**config.mk**
```make
export PLATFORM = sky130hd
export DESIGN_NAME = demux_router_flat
export DESIGN_NICKNAME = d
export VERILOG_FILES = /design/src/rtl/demux_router_if.sv /design/src/rtl/demux_router.sv /design/src/flat_wrapper.sv
export SDC_FILE = /design/constraint.sdc
export NUM_CORES = 1
export LEC_CHECK = 0
export CAP_MARGIN = 20
export CORE_MARGIN = 1
export CORE_UTILIZATION = 40
export CTS_CLUSTER_DIAMETER = 200
export CTS_CLUSTER_SIZE = 24
export DETAILED_ROUTE_END_ITERATION = 12
export GPL_TIMING_DRIVEN = 0
export PLACE_DENSITY_LB_ADDON = 0.15
export SYNTH_ARGS = -nofsm -noshare
export SYNTH_HDL_FRONTEND = slang
export SYNTH_SLANG_ARGS = --single-unit
export TNS_END_PERCENT = 100
```
**constraint.sdc**
```tcl
create_clock -name clk -period 3.5 [get_ports clk]
set_clock_uncertainty 0.15 [all_clocks]
set_input_delay 0.7 -clock clk [delete_from_list [all_inputs] [get_ports clk]]
set_output_delay 0.7 -clock clk [all_outputs]
set_load 0.05 [all_outputs]
```
**src/rtl/demux_router_if.sv**
```systemverilog
// Bus bundle for demux_router: upstream word stream, link state, per-lane
// downstream pause, the four lane outputs and the FIFO status/drop counter.
interface demux_router_if #(
  parameter int DATA_W = 5,
  parameter int DROP_W = 4
);
  logic [3:0]        state;
  logic [DATA_W-1:0] data_in;
  logic              valid_in;
  logic [3:0]        pause;
  logic [DATA_W-1:0] out0;
  logic [DATA_W-1:0] out1;
  logic [DATA_W-1:0] out2;
  logic [DATA_W-1:0] out3;
  logic              valid0;
  logic              valid1;
  logic              valid2;
  logic              valid3;
  logic              pause_up;
  logic              empty;
  logic [DROP_W-1:0] drop_cnt;

  modport master (
    output state, data_in, valid_in, pause,
    input  out0, out1, out2, out3, valid0, valid1, valid2, valid3,
           pause_up, empty, drop_cnt
  );

  modport slave (
    input  state, data_in, valid_in, pause,
    output out0, out1, out2, out3, valid0, valid1, valid2, valid3,
           pause_up, empty, drop_cnt
  );
endinterface

```
**src/rtl/demux_router.sv**
```systemverilog
// Steers a serialized word stream onto four lanes chosen by the word's top two
// bits, through a small FIFO that absorbs per-lane pause and counts overflow drops.
module demux_router #(
  parameter int DATA_W = 5,
  parameter int DEPTH  = 2,
  parameter int DROP_W = 4
) (
  input  logic           clk,
  input  logic           reset,
  demux_router_if.slave  bus
);

  localparam int PTR_W = (DEPTH > 1) ? $clog2(DEPTH) : 1;
  localparam int CNT_W = $clog2(DEPTH + 1);

  localparam logic [3:0] ST_FLUSH  = 4'b0001;
  localparam logic [3:0] ST_IDLE   = 4'b0100;
  localparam logic [3:0] ST_ACTIVE = 4'b1000;

  logic [DATA_W-1:0] r_mem [DEPTH];
  logic [PTR_W-1:0]  r_wr_ptr;
  logic [PTR_W-1:0]  r_rd_ptr;
  logic [CNT_W-1:0]  r_count;
  logic [DATA_W-1:0] r_out [4];
  logic [3:0]        r_valid;
  logic [DROP_W-1:0] r_drop_cnt;

  logic              w_flush;
  logic              w_enable;
  logic              w_full;
  logic              w_is_empty;
  logic [DATA_W-1:0] w_head;
  logic [1:0]        w_head_lane;
  logic              w_push;
  logic              w_pop;
  logic              w_drop;

  function automatic logic [PTR_W-1:0] next_ptr(input logic [PTR_W-1:0] p);
    return (p == PTR_W'(DEPTH - 1)) ? '0 : p + 1'b1;
  endfunction

  assign w_flush     = (bus.state == ST_FLUSH);
  assign w_enable    = (bus.state == ST_IDLE) || (bus.state == ST_ACTIVE);
  assign w_full      = (r_count == CNT_W'(DEPTH));
  assign w_is_empty  = (r_count == '0);
  assign w_head      = r_mem[r_rd_ptr];
  assign w_head_lane = w_head[DATA_W-1 -: 2];

  // Full check uses the start-of-cycle count, so a same-cycle pop never frees
  // room for an arriving word.
  assign w_pop  = w_enable && !w_is_empty && !bus.pause[w_head_lane];
  assign w_push = w_enable && bus.valid_in && !w_full;
  assign w_drop = w_enable && bus.valid_in && w_full;

  // NOTE: storage has no reset; validity is tracked by r_count alone, which
  // keeps the array as plain flops/RAM without a reset fan-out.
  always_ff @(posedge clk) begin
    if (w_push) r_mem[r_wr_ptr] <= bus.data_in;
  end

  always_ff @(posedge clk or posedge reset) begin
    if (reset) begin
      r_wr_ptr <= '0;
      r_rd_ptr <= '0;
      r_count  <= '0;
    end else if (w_flush) begin
      r_wr_ptr <= '0;
      r_rd_ptr <= '0;
      r_count  <= '0;
    end else begin
      if (w_push) r_wr_ptr <= next_ptr(r_wr_ptr);
      if (w_pop)  r_rd_ptr <= next_ptr(r_rd_ptr);
      case ({w_push, w_pop})
        2'b10:   r_count <= r_count + 1'b1;
        2'b01:   r_count <= r_count - 1'b1;
        default: r_count <= r_count;
      endcase
    end
  end

  always_ff @(posedge clk or posedge reset) begin
    if (reset) begin
      r_valid    <= '0;
      r_drop_cnt <= '0;
      for (int i = 0; i < 4; i++) r_out[i] <= '0;
    end else if (w_flush) begin
      r_valid    <= '0;
      r_drop_cnt <= '0;
      for (int i = 0; i < 4; i++) r_out[i] <= '0;
    end else begin
      if (w_drop && (r_drop_cnt != '1)) r_drop_cnt <= r_drop_cnt + 1'b1;
      if (w_pop) begin
        r_valid              <= 4'b0001 << w_head_lane;
        r_out[w_head_lane]   <= w_head;
      end else begin
        r_valid <= '0;
      end
    end
  end

  assign bus.out0     = r_out[0];
  assign bus.out1     = r_out[1];
  assign bus.out2     = r_out[2];
  assign bus.out3     = r_out[3];
  assign bus.valid0   = r_valid[0];
  assign bus.valid1   = r_valid[1];
  assign bus.valid2   = r_valid[2];
  assign bus.valid3   = r_valid[3];
  assign bus.pause_up = w_full;
  assign bus.empty    = w_is_empty;
  assign bus.drop_cnt = r_drop_cnt;

endmodule

```
**src/flat_wrapper.sv**
```systemverilog
// flat-port wrapper written by rule: the top's interface ports become plain ports
module demux_router_flat 
#(
  parameter int DATA_W = 5,
  parameter int DEPTH  = 2,
  parameter int DROP_W = 4
)
  (clk, reset, bus_state, bus_data_in, bus_valid_in, bus_pause, bus_out0, bus_out1, bus_out2, bus_out3, bus_valid0, bus_valid1, bus_valid2, bus_valid3, bus_pause_up, bus_empty, bus_drop_cnt);
  demux_router_if #(.DATA_W(DATA_W), .DROP_W(DROP_W)) bus_i ();
  input  logic clk;
  input  logic reset;
  input wire logic [$bits(bus_i.state)-1:0] bus_state;
  input wire logic [$bits(bus_i.data_in)-1:0] bus_data_in;
  input wire logic [$bits(bus_i.valid_in)-1:0] bus_valid_in;
  input wire logic [$bits(bus_i.pause)-1:0] bus_pause;
  output wire logic [$bits(bus_i.out0)-1:0] bus_out0;
  output wire logic [$bits(bus_i.out1)-1:0] bus_out1;
  output wire logic [$bits(bus_i.out2)-1:0] bus_out2;
  output wire logic [$bits(bus_i.out3)-1:0] bus_out3;
  output wire logic [$bits(bus_i.valid0)-1:0] bus_valid0;
  output wire logic [$bits(bus_i.valid1)-1:0] bus_valid1;
  output wire logic [$bits(bus_i.valid2)-1:0] bus_valid2;
  output wire logic [$bits(bus_i.valid3)-1:0] bus_valid3;
  output wire logic [$bits(bus_i.pause_up)-1:0] bus_pause_up;
  output wire logic [$bits(bus_i.empty)-1:0] bus_empty;
  output wire logic [$bits(bus_i.drop_cnt)-1:0] bus_drop_cnt;
  assign bus_i.state = bus_state;
  assign bus_i.data_in = bus_data_in;
  assign bus_i.valid_in = bus_valid_in;
  assign bus_i.pause = bus_pause;
  assign bus_out0 = bus_i.out0;
  assign bus_out1 = bus_i.out1;
  assign bus_out2 = bus_i.out2;
  assign bus_out3 = bus_i.out3;
  assign bus_valid0 = bus_i.valid0;
  assign bus_valid1 = bus_i.valid1;
  assign bus_valid2 = bus_i.valid2;
  assign bus_valid3 = bus_i.valid3;
  assign bus_pause_up = bus_i.pause_up;
  assign bus_empty = bus_i.empty;
  assign bus_drop_cnt = bus_i.drop_cnt;
  demux_router #(.DATA_W(DATA_W), .DEPTH(DEPTH), .DROP_W(DROP_W)) u_core (.clk(clk), .reset(reset), .bus(bus_i));
endmodule
```
==> results.ini, run 1 <==
[pwr]
p_leak_nw = 1.07
power.density_mw_per_mm2 = 620
peakVddDrop_mv = 0.369
total_power_mw = 1.50

[synthesis]
ys_seq_elements = 41
synth.yosys.seq_area_share_pct = 61.4
netlist.area_leader.share_pct = 44.3
synth_area_leader_cell = dfrtp_1
yosysUniqueCellTypes = 33
synth_area_leaders = dfrtp_1, edfxtp_1, mux2i_1, nand2_1, inv_1
syn_avg_cell_area_um2 = 11.8
synthCells = 148
synth_ff_type = dfrtp_1
synth_fp_nets = 166
synth_edf_count = 10
async_reset_ff_share_pct = 75.6
yosysWarningCount = 0
netlist_area_mm2 = 0.00175

[clock_network]
cts.sinks = 41
cts-root-buf = clkbuf_8
clk_latency_ns = 0.29
cts_buffers = 5
clock_path_buffers = 2
ctsHoldBuffers = 0
path_clk_slew_ns = 0.08
post-cts-setup-buffer-count = 0
cts_tree = built
post_cts_resized = 0
cts_max_level = 2

[final_layout]
drive_gt1_share_pct = 7.39
layout_commonest_cell = clkdlybuf4s50_1
final_cells = 253
final_util_pct = 58.9
design_area_mm2 = 0.00242
nNetsFinal = 220
final_cell_mix = clkdlybuf4s50_1, dfrtp_1, mux2i_1, nand2_1
n_antenna_cell = 0
syn2layout_area_growth_pct = 38.3

[worst_setup_path]
max_stage_delay_ns = 0.53
critPathCaptureType = flip-flop
crit_type = in2reg
cp.arrival_ns = 3.32
cp_cell_sequence = clkdlybuf4s50_1 > xnor2_1 > or4_4 > a2111o_1 > a21oi_1 > ha_1 > or3_1 > a21oi_1
required_ns = 3.57
cpMostUsedCell = a21oi_1
startpoint_type = primary input
critPathSlowestCell = clkdlybuf4s50_1
reg2reg_slack_ns = 0.71
cp_max_fo = 4

[timing]
slew_violations = 0
tightest_slew_ns = 0.824
maxSlewHeadroom_pct = 44.7
finalHoldViolCount = 0
finalWorstSetupSlack_ns = 0.249
timing.final.crit_share_pct = 92.9
setup_violations = 0
fin_tns_setup_ns = 0
grt_setup_unrepaired = false
hold_ws_ns = 0.351
max_freq_mhz = 308
timing.final.crit_period_ns = 3.25

[placed_design]
portBuffers = 45
place_congestion = 0.696
dp.cells = 245
dpl-instance-area_mm2 = 0.00231
hpwl_um = 2740
dp_slack_ns = -0.0767

[floorplan]
core_mm2 = 0.00412
fp-row-count = 23
io_pins = 46
dieWidth_um = 68.2
dieArea_mm2 = 0.00465
start_util_pct = 42.6
die_h_um = 68.2

[route]
drc = 0
vias = 1284
wirelength_um = 3620
viasPerCell = 5.08
dr.first_iter.drc_count = 75
ant_nets = 0
wl_per_cell_um = 14.3
firstDrtPassIters = 4

[global_routing]
grt_overflow = 0
first_global_vias = 1281
grt_pass1_wl_um = 5910
grt_usage_pct = 18.0
grt_max_degree = 26
antenna_found_initial = 0

[min_path]
hp-class = reg2reg

[run_status]
status = completed

[flow_run]
cap_viol_max_count = 0

[synthesized netlist by cell type (3+ instances only)]
| master | n |
|---|---|
| o21ai_0 | 6 |
| a21oi_1 | 6 |
| nand2b_1 | 4 |
| and3_1 | 4 |
| mux2i_1 | 14 |
| edfxtp_1 | 10 |
| clkbuf_1 | 5 |
| xnor2_1 | 3 |
| nand3_1 | 5 |
| or3_1 | 3 |
| nor2_1 | 9 |
| nand2_1 | 13 |
| o32ai_1 | 3 |
| inv_1 | 10 |
| dfrtp_1 | 31 |
[layout make-up]
class,count,area [µm²]
Tap cell,50,62.6
Clock buffer,7,86.3
Timing Repair Buffer,47,485
Buffer,7,37.5
Clock inverter,1,30.0
Sequential cell,41,1080
Multi-Input combinational cell,90,607
Fill cell,338,1690
Inverter,10,37.5
[power by group]
part           internal (mW)  switching (mW)
Clock                  0.232           0.149
Combinational          0.187           0.336
Sequential             0.554          0.0434
Total                  0.973           0.528
[flip-flops by register name, summed over array words and instances, names as in the netlist]
signal / cells
u_core.r_mem: 10
u_core.r_wr_ptr: 1
u_core.r_count: 2
u_core.bus.out0: 5
u_core.bus.out1: 5
u_core.r_rd_ptr: 1
u_core.bus.out3: 4
u_core.bus.out2: 5
u_core.r_valid: 4
u_core.bus.drop_cnt: 4
[per-layer routing]
layer / track usage (%) / routed length [µm]
met1: 21.4 / 1550
met2: 29.8 / 1820
met3: 4.33 / 169
met4: 9.64 / 76
met5: 0 / 0
[final timing paths]
check                                         from                  to  depth (start not counted)
min in group asynchronous                    reset  u_core.bus.out2[3]                          2
worst max register to register   u_core.r_count[0]   u_core.r_count[1]                          7
worst min-delay path            u_core.bus.out0[1]  u_core.bus.out0[1]                          2
max in group asynchronous                    reset  u_core.bus.out3[1]                          3
worst max-delay path                  bus_state[3]   u_core.r_count[1]                          8
worst min register to register  u_core.bus.out0[1]  u_core.bus.out0[1]                          2
[worst max-delay path: cells and delay by family]
family | cells | cell delay (ns)
AND/OR/NAND/NOR | 2 | 0.81
AO/OA/AOI/OAI | 3 | 0.85
adder cells (fa/ha/maj) | 1 | 0.32
XOR/XNOR | 1 | 0.11
buffers and inverters | 1 | 0.53
[cells by family after synthesis]
| logic type | after synthesis | synth area share, % |
|---|---|---|
| AOI/OAI and AO/OA | 20 | 7.29 |
| DFF | 41 | 61.4 |
| and+or+nand+nor | 49 | 15.1 |
| adders and majority gates | 2 | 1.43 |
| xor gates and xnor gates | 5 | 2.50 |
| buffers and inverters | 17 | 4.29 |
| muxes | 14 | 8.00 |
Power figures use the tool's default switching activity.
==> run 2, diff against run 1 <==
--- a/config.mk
+++ b/config.mk
@@ -5,13 +5,12 @@
 export SDC_FILE = /design/constraint.sdc
 export NUM_CORES = 1
 export LEC_CHECK = 0
-export CAP_MARGIN = 20
+export CAP_MARGIN = 15
 export CORE_MARGIN = 1
 export CORE_UTILIZATION = 40
 export CTS_CLUSTER_DIAMETER = 200
 export CTS_CLUSTER_SIZE = 24
 export DETAILED_ROUTE_END_ITERATION = 12
-export GPL_TIMING_DRIVEN = 0
 export PLACE_DENSITY_LB_ADDON = 0.15
 export SYNTH_ARGS = -nofsm -noshare
 export SYNTH_HDL_FRONTEND = slang
==> results.ini, run 2 (synthesized netlist as in run 1, its figures left out) <==
[run_status]
status = completed

[final_layout]
nFillCells = 343
layout_commonest_cell = clkdlybuf4s50_1
n_antenna_cell = 0
final_cell_mix = clkdlybuf4s50_1, dfrtp_1, mux2i_1, nand2_1
final_util_pct = 58.2
largest_reg_flops = 10
drive_gt1_share_pct = 7.58
regMostFlops = u_core.r_mem
seqCellArea_mm2 = 0.00108
nNetsFinal = 215
multiInputGateArea_um2 = 607
syn2layout_area_growth_pct = 36.7

[clock_network]
clk_latency_ns = 0.29
post_cts_resized = 0
post-cts-setup-buffer-count = 0
cts-root-buf = clkbuf_8
cts_buffers = 5
cts.sinks = 41
cts_tree = built
path_clk_slew_ns = 0.08
clock_path_buffers = 2
cts_max_level = 2
ctsHoldBuffers = 0

[flow_run]
cap_viol_max_count = 0

[global_routing]
grt_util_met3_pct = 4.00
grt_usage_pct = 18.0
globalRoute.busiestLayer = met2
grt_use_met2_pct = 28.2
grt_max_degree = 32
grt_overflow = 0
first_global_vias = 1248
antenna_found_initial = 0
grt_pass1_wl_um = 5980
grt_util_met1_pct = 24.0

[placed_design]
place_congestion = 0.736
hpwl_um = 2620
portBuffers = 45
dp_slack_ns = 0.0199

[route]
dr.first_iter.drc_count = 58
drc = 0
ant_nets = 0
viasPerCell = 5.18
vias = 1284
firstDrtPassIters = 4
wirelength_um = 3620
wl_per_cell_um = 14.6

[timing]
setup_violations = 0
grt_setup_unrepaired = false
maxSlewHeadroom_pct = 65.4
slew_violations = 0
max_freq_mhz = 317
timing.final.crit_period_ns = 3.15
tightest_slew_ns = 0.504
fin_tns_setup_ns = 0
timing.final.crit_share_pct = 90.0
finalHoldViolCount = 0
finalWorstSetupSlack_ns = 0.349

[worst_setup_path]
startpoint_type = primary input
critPathCaptureType = flip-flop
cp.arrival_ns = 3.23
cpMostUsedCell = a21oi_1
required_ns = 3.58
critPathSlowestCell = clkdlybuf4s50_1
cp_cell_sequence = clkdlybuf4s50_1 > xnor2_1 > or4_4 > a2111o_1 > a21oi_1 > ha_1 > or3_1 > a21oi_1
crit_type = in2reg
cp_max_fo = 4
max_stage_delay_ns = 0.53

[floorplan]
dieWidth_um = 68.2
io_pins = 46
start_util_pct = 42.6
core_mm2 = 0.00412
fp-row-count = 23
dieArea_mm2 = 0.00465
die_h_um = 68.2

[min_path]
hp-class = reg2reg

[pwr]
peakVddDrop_mv = 0.402
power.density_mw_per_mm2 = 620
total_power_mw = 1.49
p_leak_nw = 1.06

-- run 2: cell types whose count changed in the layout (fill, tap and decap cells not counted) --
cell      delta
clkinv_4     +1
clkbuf_1     -5
clkbuf_8     -1
buf_6        -1
buf_4        +1
-- run 2: cell type report --
cell class / instances / share of cell area (%)
inverters: 10 / 1.57
flip-flops and latches: 41 / 44.9
clock inverters: 2 / 1.62
multi-input cells: 90 / 25.3
clock buffers: 6 / 3.03
repair buffers: 49 / 20.9
well taps: 50 / 2.61
-- run 2: per-stage QoR --
step	hold slack, ns	instance area [µm²]	instances
6_report	0.354	2390	248
5_1_grt	0.389	2390	248
4_1_cts	0.361	2370	247
3_5_place_dp	0.342	2260	239
3_3_place_gp	0.331	2260	239
2_1_floorplan	0.386	1750	148
-- run 2: final timing paths --
| path | startpoint | endpoint | slack (ns) | depth (start not counted) |
|---|---|---|---|---|
| setup / recovery | bus_state[3] | u_core.r_count[1] | 0.35 | 8 |
| hold / removal | u_core.bus.out0[1] | u_core.bus.out0[1] | 0.35 | 2 |
| setup reg to reg | u_core.r_count[0] | u_core.r_count[1] | 0.81 | 7 |
| hold reg to reg | u_core.bus.out0[1] | u_core.bus.out0[1] | 0.35 | 2 |
| max in group asynchronous | reset | u_core.bus.out3[2] | 2.19 | 3 |
| min in group asynchronous | reset | u_core.bus.out1[4] | 0.54 | 2 |
-- run 2: per-layer routing --
layer	wire (µm)	share of wire, %
met5	0	0
met4	59	1.6
met3	130	3.6
met2	1790	49
met1	1640	45
-- run 2: critical path: cells and delay by family --
| kind | cells | cell delay, ns |
|---|---|---|
| buf+inv | 1 | 0.53 |
| simple gates | 2 | 0.81 |
| fa+ha+maj | 1 | 0.30 |
| compound gates | 3 | 0.78 |
| xor+xnor | 1 | 0.10 |
-- run 2: report_power, final --
group / switching [mW] / internal (mW)
clock: 0.160 / 0.214
sequential: 0.0589 / 0.554
combinational: 0.318 / 0.182
total: 0.537 / 0.949
